<file path="config.mk">
export PLATFORM = sky130hd
export DESIGN_NAME = wb_commit_arbiter
export DESIGN_NICKNAME = d
export VERILOG_FILES = /design/src/rtl/wb_commit_arbiter_pkg.sv /design/src/rtl/wb_commit_arbiter_chan_fifo.sv /design/src/rtl/wb_commit_arbiter.sv
export SDC_FILE = /design/constraint.sdc
export NUM_CORES = 1
export LEC_CHECK = 0
export BUFFER_PORTS_ARGS = -buffer_cell sky130_fd_sc_hd__buf_2
export CORE_ASPECT_RATIO = 0.6
export CORE_UTILIZATION = 38
export DETAILED_ROUTE_END_ITERATION = 12
export PLACE_DENSITY = 0.67
export SYNTH_ARGS = -nofsm -noshare
export SYNTH_HDL_FRONTEND = slang
export SYNTH_SLANG_ARGS = --single-unit
</file>
<file path="constraint.sdc">
create_clock -name clk -period 2.5 [get_ports clk]
set_input_delay 0.375 -clock clk [delete_from_list [all_inputs] [get_ports clk]]
set_output_delay 0.375 -clock clk [all_outputs]
set_load 0.01 [all_outputs]
</file>
<file path="src/rtl/wb_commit_arbiter_pkg.sv">
// Shared widths and entry-layout helper for the writeback/commit arbiter.
// Entry layout, MSB first: {wr_reg, wr_csr, wregno, wcsrno, regval}.
package wb_commit_arbiter_pkg;

  localparam int DEF_DBITS     = 32;
  localparam int DEF_REGNOBITS = 5;
  localparam int DEF_CSRNOBITS = 12;

  function automatic int entry_bits(input int regno_bits, input int csrno_bits,
                                    input int data_bits);
    return 2 + regno_bits + csrno_bits + data_bits;
  endfunction

endpackage

</file>
<file path="src/rtl/wb_commit_arbiter_chan_fifo.sv">
// One producer channel: DEPTH-entry FIFO with full/empty from a registered
// occupancy count and a per-entry valid vector used by the pending-write query.
module wb_commit_arbiter_chan_fifo
  import wb_commit_arbiter_pkg::*;
#(
  parameter int DEPTH     = 4,
  parameter int REGNOBITS = DEF_REGNOBITS,
  parameter int EBITS     = entry_bits(DEF_REGNOBITS, DEF_CSRNOBITS, DEF_DBITS)
) (
  input  logic                 clk,
  input  logic                 reset,
  input  logic                 push,
  input  logic [EBITS-1:0]     push_data,
  input  logic                 pop,
  output logic [EBITS-1:0]     head,
  output logic                 full,
  output logic                 empty,
  input  logic [REGNOBITS-1:0] query_regno,
  output logic                 query_hit
);

  localparam int PW = $clog2(DEPTH);

  logic [EBITS-1:0] mem [DEPTH];
  logic [DEPTH-1:0] vld;
  logic [PW-1:0]    rd_ptr;
  logic [PW-1:0]    wr_ptr;
  logic [PW:0]      count;

  assign full  = (count == (PW+1)'(DEPTH));
  assign empty = (count == '0);
  assign head  = mem[rd_ptr];

  // Storage needs no reset; vld alone says which slots hold live entries.
  always_ff @(posedge clk) begin
    if (push) begin
      mem[wr_ptr] <= push_data;
    end
  end

  always_ff @(posedge clk) begin
    if (reset) begin
      rd_ptr <= '0;
      wr_ptr <= '0;
      count  <= '0;
      vld    <= '0;
    end else begin
      if (push) begin
        wr_ptr      <= wr_ptr + PW'(1);
        vld[wr_ptr] <= 1'b1;
      end
      if (pop) begin
        rd_ptr      <= rd_ptr + PW'(1);
        vld[rd_ptr] <= 1'b0;
      end
      case ({push, pop})
        2'b10:   count <= count + (PW+1)'(1);
        2'b01:   count <= count - (PW+1)'(1);
        default: count <= count;
      endcase
    end
  end

  always_comb begin
    query_hit = 1'b0;
    for (int i = 0; i < DEPTH; i++) begin
      if (vld[i] && mem[i][EBITS-1] && (query_regno != '0) &&
          (mem[i][EBITS-3 -: REGNOBITS] == query_regno)) begin
        query_hit = 1'b1;
      end
    end
  end

endmodule

</file>
<file path="src/rtl/wb_commit_arbiter.sv">
// Writeback/commit unit: per-channel FIFOs, round-robin grant onto the single
// register-file/CSR write port, retire counter and pending-write query for DE.
module wb_commit_arbiter
  import wb_commit_arbiter_pkg::*;
#(
  parameter int NCH       = 2,
  parameter int DEPTH     = 4,
  parameter int DBITS     = DEF_DBITS,
  parameter int REGNOBITS = DEF_REGNOBITS,
  parameter int CSRNOBITS = DEF_CSRNOBITS
) (
  input  logic                     clk,
  input  logic                     reset,
  input  logic [NCH-1:0]           ch_valid,
  output logic [NCH-1:0]           ch_ready,
  input  logic [NCH-1:0]           ch_wr_reg,
  input  logic [NCH*REGNOBITS-1:0] ch_wregno,
  input  logic [NCH-1:0]           ch_wr_csr,
  input  logic [NCH*CSRNOBITS-1:0] ch_wcsrno,
  input  logic [NCH*DBITS-1:0]     ch_regval,
  input  logic [REGNOBITS-1:0]     query_regno,
  output logic                     query_hit,
  output logic                     wr_reg_WB,
  output logic [REGNOBITS-1:0]     wregno_WB,
  output logic                     wr_csr_WB,
  output logic [CSRNOBITS-1:0]     wcsrno_WB,
  output logic [DBITS-1:0]         regval_WB,
  output logic [DBITS-1:0]         retire_count
);

  localparam int EBITS = entry_bits(REGNOBITS, CSRNOBITS, DBITS);
  localparam int IW    = (NCH > 1) ? $clog2(NCH) : 1;

  logic [NCH-1:0]   full;
  logic [NCH-1:0]   empty;
  logic [NCH-1:0]   push;
  logic [NCH-1:0]   pop;
  logic [NCH-1:0]   fifo_hit;
  logic [EBITS-1:0] head [NCH];
  logic [EBITS-1:0] grant_entry;
  logic [IW-1:0]    rr_last;
  logic [IW-1:0]    grant_idx;
  logic [IW-1:0]    cand;
  logic             grant_valid;

  // Ready comes only from registered occupancy, so a full FIFO stays closed even while it pops.
  assign ch_ready = ~full;
  assign push     = ch_valid & ~full;

  for (genvar i = 0; i < NCH; i++) begin : g_chan
    wb_commit_arbiter_chan_fifo #(
      .DEPTH     (DEPTH),
      .REGNOBITS (REGNOBITS),
      .EBITS     (EBITS)
    ) u_fifo (
      .clk         (clk),
      .reset       (reset),
      .push        (push[i]),
      .push_data   ({ch_wr_reg[i], ch_wr_csr[i],
                     ch_wregno[i*REGNOBITS +: REGNOBITS],
                     ch_wcsrno[i*CSRNOBITS +: CSRNOBITS],
                     ch_regval[i*DBITS +: DBITS]}),
      .pop         (pop[i]),
      .head        (head[i]),
      .full        (full[i]),
      .empty       (empty[i]),
      .query_regno (query_regno),
      .query_hit   (fifo_hit[i])
    );
  end

  // Scan rr_last+1, rr_last+2, ... so the last winner has lowest priority next time.
  always_comb begin
    grant_valid = 1'b0;
    grant_idx   = rr_last;
    cand        = rr_last;
    for (int k = 1; k <= NCH; k++) begin
      cand = IW'((int'(rr_last) + k) % NCH);
      if (!grant_valid && !empty[cand]) begin
        grant_valid = 1'b1;
        grant_idx   = cand;
      end
    end
  end

  always_comb begin
    pop = '0;
    if (grant_valid) begin
      pop[grant_idx] = 1'b1;
    end
  end

  assign grant_entry = head[grant_idx];

  // x0 writes still retire but never raise the GPR strobe.
  always_ff @(posedge clk) begin
    if (reset) begin
      rr_last      <= IW'(NCH - 1);
      wr_reg_WB    <= 1'b0;
      wr_csr_WB    <= 1'b0;
      wregno_WB    <= '0;
      wcsrno_WB    <= '0;
      regval_WB    <= '0;
      retire_count <= '0;
    end else if (grant_valid) begin
      rr_last      <= grant_idx;
      wr_reg_WB    <= grant_entry[EBITS-1] && (grant_entry[EBITS-3 -: REGNOBITS] != '0);
      wr_csr_WB    <= grant_entry[EBITS-2];
      wregno_WB    <= grant_entry[EBITS-3 -: REGNOBITS];
      wcsrno_WB    <= grant_entry[DBITS +: CSRNOBITS];
      regval_WB    <= grant_entry[DBITS-1:0];
      retire_count <= retire_count + DBITS'(1);
    end else begin
      wr_reg_WB <= 1'b0;
      wr_csr_WB <= 1'b0;
    end
  end

  assign query_hit = (|fifo_hit) ||
                     (wr_reg_WB && (query_regno != '0) && (wregno_WB == query_regno));

endmodule

</file>
Yosys cells after proc, flatten, opt, wreduce, memory -nomap -nowiden --
Memory sizes are Yosys's and may differ from the RTL's. A register that Yosys moved wholly into a read port is not among the register bits. Index checks and enable logic that the tools add are counted. Widths: inputs -> output; s select.
Operators by class: add/sub/neg operators 11, multipliers 0, div/mod/pow operators 0, order comparisons 13, equal/unequal tests 15, shift operators 0, muxes and demuxes 46, bitwise gates (word level) 10, reductions and logical operators 43
Operator list (count):
- $mux 51 | 3
- $eq 5x5->1 | 9
- $logic_and 1x1->1 | 33
- $add 32x1->32 const B | 1
- $mux 1 | 25
- $mux 4 | 6
- $lt 2x3->1 const B | 4
- $pmux 3 s2 | 2
- $mux 2 | 5
- $reduce_bool 5->1 | 2
- $add 2x1->2 const B | 4
- $and 4x4->4 | 2
- $demux 1 s2 | 4
- $ge 2x1->1 const B | 4
- $not 4->4 | 2
- $or 4x4->4 | 2
- $add 3x1->3 const B | 2
- $eq 3x3->1 const B | 2
- $logic_not 3->1 | 2
- $lt 1x2->1 const B | 3
- $sub 3x1->3 const B | 2
- $eq 2x1->1 const B | 2
- $eq 2x2->1 const B | 2
- $reduce_bool 2->1 | 2
- other kinds (11) | 13
Word-level totals: register bits 106, bits in latches 0, bits in writable memories 408, bits in read-only memories 0, bits of input ports 111, output and inout port bits 86, logic and storage cells 155, memories kept 2
Memories:
- g_chan[0].u_fifo.mem | depth 4, width 51, rd ports 5, clocked after Yosys merged registers in 1, wr ports 1, RTL line wb_commit_arbiter_chan_fifo.sv:24 | logic [EBITS-1:0] mem [DEPTH];
- g_chan[1].u_fifo.mem | depth 4, width 51, rd ports 5, clocked after Yosys merged registers in 1, wr ports 1, RTL line wb_commit_arbiter_chan_fifo.sv:24

Longest topological paths before layout --
depth after elaboration 13, gate-level depth with buffers 10, depth with buffers taken out 9

Hierarchy --
Synthesis repeated with hierarchy kept, for this count alone.
Second synthesis, totals: cell total of the unflattened synthesis 1206, area, all modules 20744.9 µm²
Modules (own cells, without submodules):
- wb_commit_arbiter_chan_fifo at g_chan[0].u_fifo | times used 1, cells each 368, area an instance 8286.7 µm²
- wb_commit_arbiter_chan_fifo at g_chan[1].u_fifo | times used 1, cells each 368, area an instance 8284.2 µm²
- wb_commit_arbiter | times used 1, cells each 470, area an instance 4174.0 µm²

Worst setup path before layout --
Ideal clock, no wire load.
path type reg2reg, start point register g_chan[0].u_fifo.count[0], end point memory g_chan[0].u_fifo.mem[0][0] (netlist name) (enable), setup time 415 ps, arrival time 1941 ps, setup slack 144 ps, stages on the path, launching flop included 4, path buffers 0, period minus slack after synthesis 2356 ps, cells stage by stage dfxtp_1 -> nor2_1 -> nand2_1 -> and3_1
On the way: longest elaborated chain between the ends 5
Ends and longest elaborated chain:
- start, declared | RTL line wb_commit_arbiter_chan_fifo.sv:28 | logic [PW:0] count;
- start signal, assigned | RTL line wb_commit_arbiter_chan_fifo.sv:57 | 2'b10: count <= count + (PW+1)'(1);
- start signal, assigned | RTL line wb_commit_arbiter_chan_fifo.sv:58 | 2'b01: count <= count - (PW+1)'(1);
- start signal, assigned | RTL line wb_commit_arbiter_chan_fifo.sv:59 | default: count <= count;
- $eq 3x3->1 | RTL line wb_commit_arbiter_chan_fifo.sv:30 | assign full = (count == (PW+1)'(DEPTH));
- $not 2->2
- net ch_ready[0] | RTL line wb_commit_arbiter.sv:15 | output logic [NCH-1:0] ch_ready,
- $and 2x2->2 | RTL line wb_commit_arbiter.sv:48 | assign push = ch_valid & ~full;
- $mux 1 | RTL line wb_commit_arbiter_chan_fifo.sv:36 | if (push) begin
- $mux 1 (implied by the code) | RTL line wb_commit_arbiter_chan_fifo.sv:37 | mem[wr_ptr] <= push_data;
- end, declared | RTL line wb_commit_arbiter_chan_fifo.sv:24
The timed path passes the listed nets, and every way through them passes these cells.

==> reports/metrics.csv <==
metric,value,unit
status,finished with violations,
violations,setup timing,
first_pass_iters,5,
syn_nets,1315,
netlist.area_leader.share,60.3,%
cts_root_buf,clkbuf_16,
synthSimpleGateAreaFrac,5.84,%
synth_adder_area_share,1.37,%
core-area,52700,µm²
maxCapViolCount,0,
slowest_stage,edfxtp_1,
critPathMaxFanout,2,
drive_above_1_share,30.1,%
setup_viol,1,
drv_slew,0,
tritoncts,built,
insertion_delay,0.57,ns
crit_path_cell_trace,xor2_1 > nor4_2 > nand4_1 > nand3_1 > nor3_2 > a21oi_1 > buf_2,
cpPeakStageDelay,0.47,ns
synth_ff_type,edfxtp_1,
cts.clk_slew.worst_paths,0.06,ns
wirelength,50.4,mm
r2r_slack,0.12,ns
relSlewSlack,40.3,%
min_to,g_chan[0].u_fifo.mem[0][38],
synth_xor_area_share,3.49,%
num_rows,65,
switching_share,31.9,%
routabilityCongestion,0.858,
clock_power_share,29.8,%
wl_met3,3.78,mm
rsz0062_at_grt,yes,
fin_crit_sh,100,%
place_ws,0.184,ns
htreeDepth,2,
power_density,1110,nW/µm²
grt_overflow,0,
max_freq,0.399,GHz
p_comb_share,28.4,%
reg2reg_depth,7,
synth_common_cells,"408 x edfxtp_1, 110 x dfxtp_1, 106 x nand2_1, 102 x mux4_2, 65 x nor2_1",
antenna_found_initial,8,
clock-sinks,518,
ant_nets,0,
hold_class,input pin to flip-flop,
grt_use_total,18.4,%
cts_buffer_depth,3,
whs,0.0265,ns
worstPathRequired,2.12,ns
synth_top_family_by_area,multiplexers,
synth-seq-area-share,71.1,%
vias_per_cell,5.26,
setup_ws,-0.00471,ns
critPathKind,flip-flop to output pin,
r2r-end,retire_count[5],
numPortBuffers,196,
area_growth,20.6,%
nets,1575,
worstMarginPinSlew,0.896,ns
hold_violations,0,
synthCells,1183,
grt_pass1_vias,11700,
fin_crit,2.50,ns
synth_most_common_cell,edfxtp_1,
power.internal,18500,µW
reg2reg_from,g_chan[1].u_fifo.count[0],
yosysTopAreaCell,edfxtp_1,
fin_skew,0.0174,ns
drc,0,
synth_edf_count,408,
pwr-share-seq,41.8,%
synth.area.mux_share,11.7,%
start_util,38.6,%
ys_async_sr_fraction,0,%
crit_path_start_kind,flip-flop,
ys_warn_count,0,
vias,11500,
met1_length,22.8,mm
cts_setup_buffers,0,
pin_count,197,
synth_seq_cells,518,
dieArea,54400,µm²
syn_area,20300,µm²
synth.area.top_cells,"edfxtp_1 60%, mux4_2 11%, dfxtp_1 11%",
met2_wirelength,23.0,mm
hpwlAfterDp,30.9,mm
end_kind,output pin,
top_layer,met5,
grt_pass1_wl,74.7,mm
power.switching,8650,µW
grt_max_degree,60,
total_leakage_power,0.00841,µW
drt-initial-drc-count,904,
cts_buffers,49,
syn_avg_cell_area,17.2,µm²
synth.distinct_cells,44,
ir_worst_vdd,0.829,mV
whs_path_depth,1,
routedWlPerCell,23.0,µm
worstPathArrival,2.13,ns
die_h,181,µm
die_w,301,µm
min-delay-start,ch_wcsrno[6],
synth_compound_area_share,4.49,%
-- flip-flops by register name, summed over array words and instances (netlist names), named ones only --
| register | count |
|---|---|
| regval_WB | 32 |
| g_chan.u_fifo.count | 6 |
| g_chan.u_fifo.wr_ptr | 4 |
| wr_csr_WB | 1 |
| retire_count | 32 |
| rr_last | 1 |
| wcsrno_WB | 12 |
| g_chan.u_fifo.rd_ptr | 4 |
| wregno_WB | 5 |
| wr_reg_WB | 1 |
| g_chan.u_fifo.mem | 408 |
| g_chan.u_fifo.vld | 8 |
-- per-stage QoR --
step / cells / utilization (%) / cell area (µm²) / power, µW / setup TNS, ns
2_1_floorplan: 1183 / - / 20300 / 16400 / 0
3_3_place_gp: 2053 / 42.3 / 22300 / 18900 / 0
3_5_place_dp: 2053 / 42.3 / 22300 / 19200 / 0
4_1_cts: 2186 / 46.5 / 24500 / 27300 / -0.0252
5_1_grt: 2189 / 46.5 / 24500 / 28300 / -0.104
6_report: 2191 / 46.5 / 24500 / 27100 / -0.00471
-- power by group through the flow --
stage / combinational (µW) / sequential [µW] / clock, µW
finish: 7690 / 11300 / 8090
global route: 8280 / 11400 / 8580
CTS: 7730 / 11300 / 8260
detailed placement: 7640 / 11500 / 0
global placement: 7440 / 11500 / 0
floorplan: 5060 / 11300 / 0
-- how the worst max path moves through the flow --
stage          cells after the start                         from  slack [ns]                         end
2_1_floorplan                      3    g_chan[0].u_fifo.count[0]        0.14  g_chan[0].u_fifo.mem[0][0]
3_3_place_gp                       7    g_chan[1].u_fifo.count[0]        0.21             retire_count[5]
3_5_place_dp                       7    g_chan[1].u_fifo.count[0]        0.18             retire_count[5]
4_1_cts                            8  g_chan[1].u_fifo.mem[3][47]       -0.03                   query_hit
5_1_grt                            7  g_chan[1].u_fifo.mem[0][47]       -0.10                   query_hit
6_report                           7  g_chan[1].u_fifo.mem[0][47]      -0.005                   query_hit
-- layer usage --
layer / vias to the layer above / GRT usage (%)
met2: 413 / 28.5
li1: 5195 / -
met5: - / 0
met3: 70 / 4.23
met1: 5836 / 26.6
met4: 8 / 3.31
-- area by class of cell --
class,instances,area (µm²)
Antenna cell,4,10.0
Clock buffer,69,1400
Clock inverter,23,360
Fill cell,4481,28200
Inverter,14,52.6
Multi-Input combinational cell,585,5550
Sequential cell,518,14500
Tap cell,703,880
Timing Repair Buffer,275,1790
-- worst max-delay path, delay by kind of cell, from the launching register on --
| kind | cells | cell delay [ns] |
|---|---|---|
| DFF | 1 | 0.47 |
| xor gates and xnor gates | 1 | 0.22 |
| buffers and inverters | 1 | 0.14 |
| AOI/OAI and AO/OA | 1 | 0.11 |
| and+or+nand+nor | 4 | 0.62 |
-- logic make-up after synthesis --
group / count (synthesis)
buf+inv: 80
fa+ha+maj: 21
flops: 518
simple gates: 250
mux: 111
xor+xnor: 81
compound gates: 122
-- layout by cell type (no fill, tap or decap), types with 10 or more instances in the layout --
cell,count
clkbuf_1,10
nand3_1,17
buf_2,195
mux4_2,102
dlygate4sd3_1,42
nor2_1,65
dfxtp_1,106
edfxtp_1,408
nand4_1,13
xor2_1,48
clkbuf_8,10
buf_4,29
inv_1,13
a311oi_1,44
xnor2_1,33
clkbuf_16,49
o22ai_1,45
nand2_1,106
ha_1,19
a211oi_1,14
-- what timing repair did --
item                       in CTS  in global routing
setup endpoints to repair       1                  1
hold buffers                   41                  1
pin swaps                       6                  1
gates resized for setup         4                  1
cloned                          0                  0
hold endpoints to repair      150                  4
No activity file was read; power rests on OpenSTA's default activity.
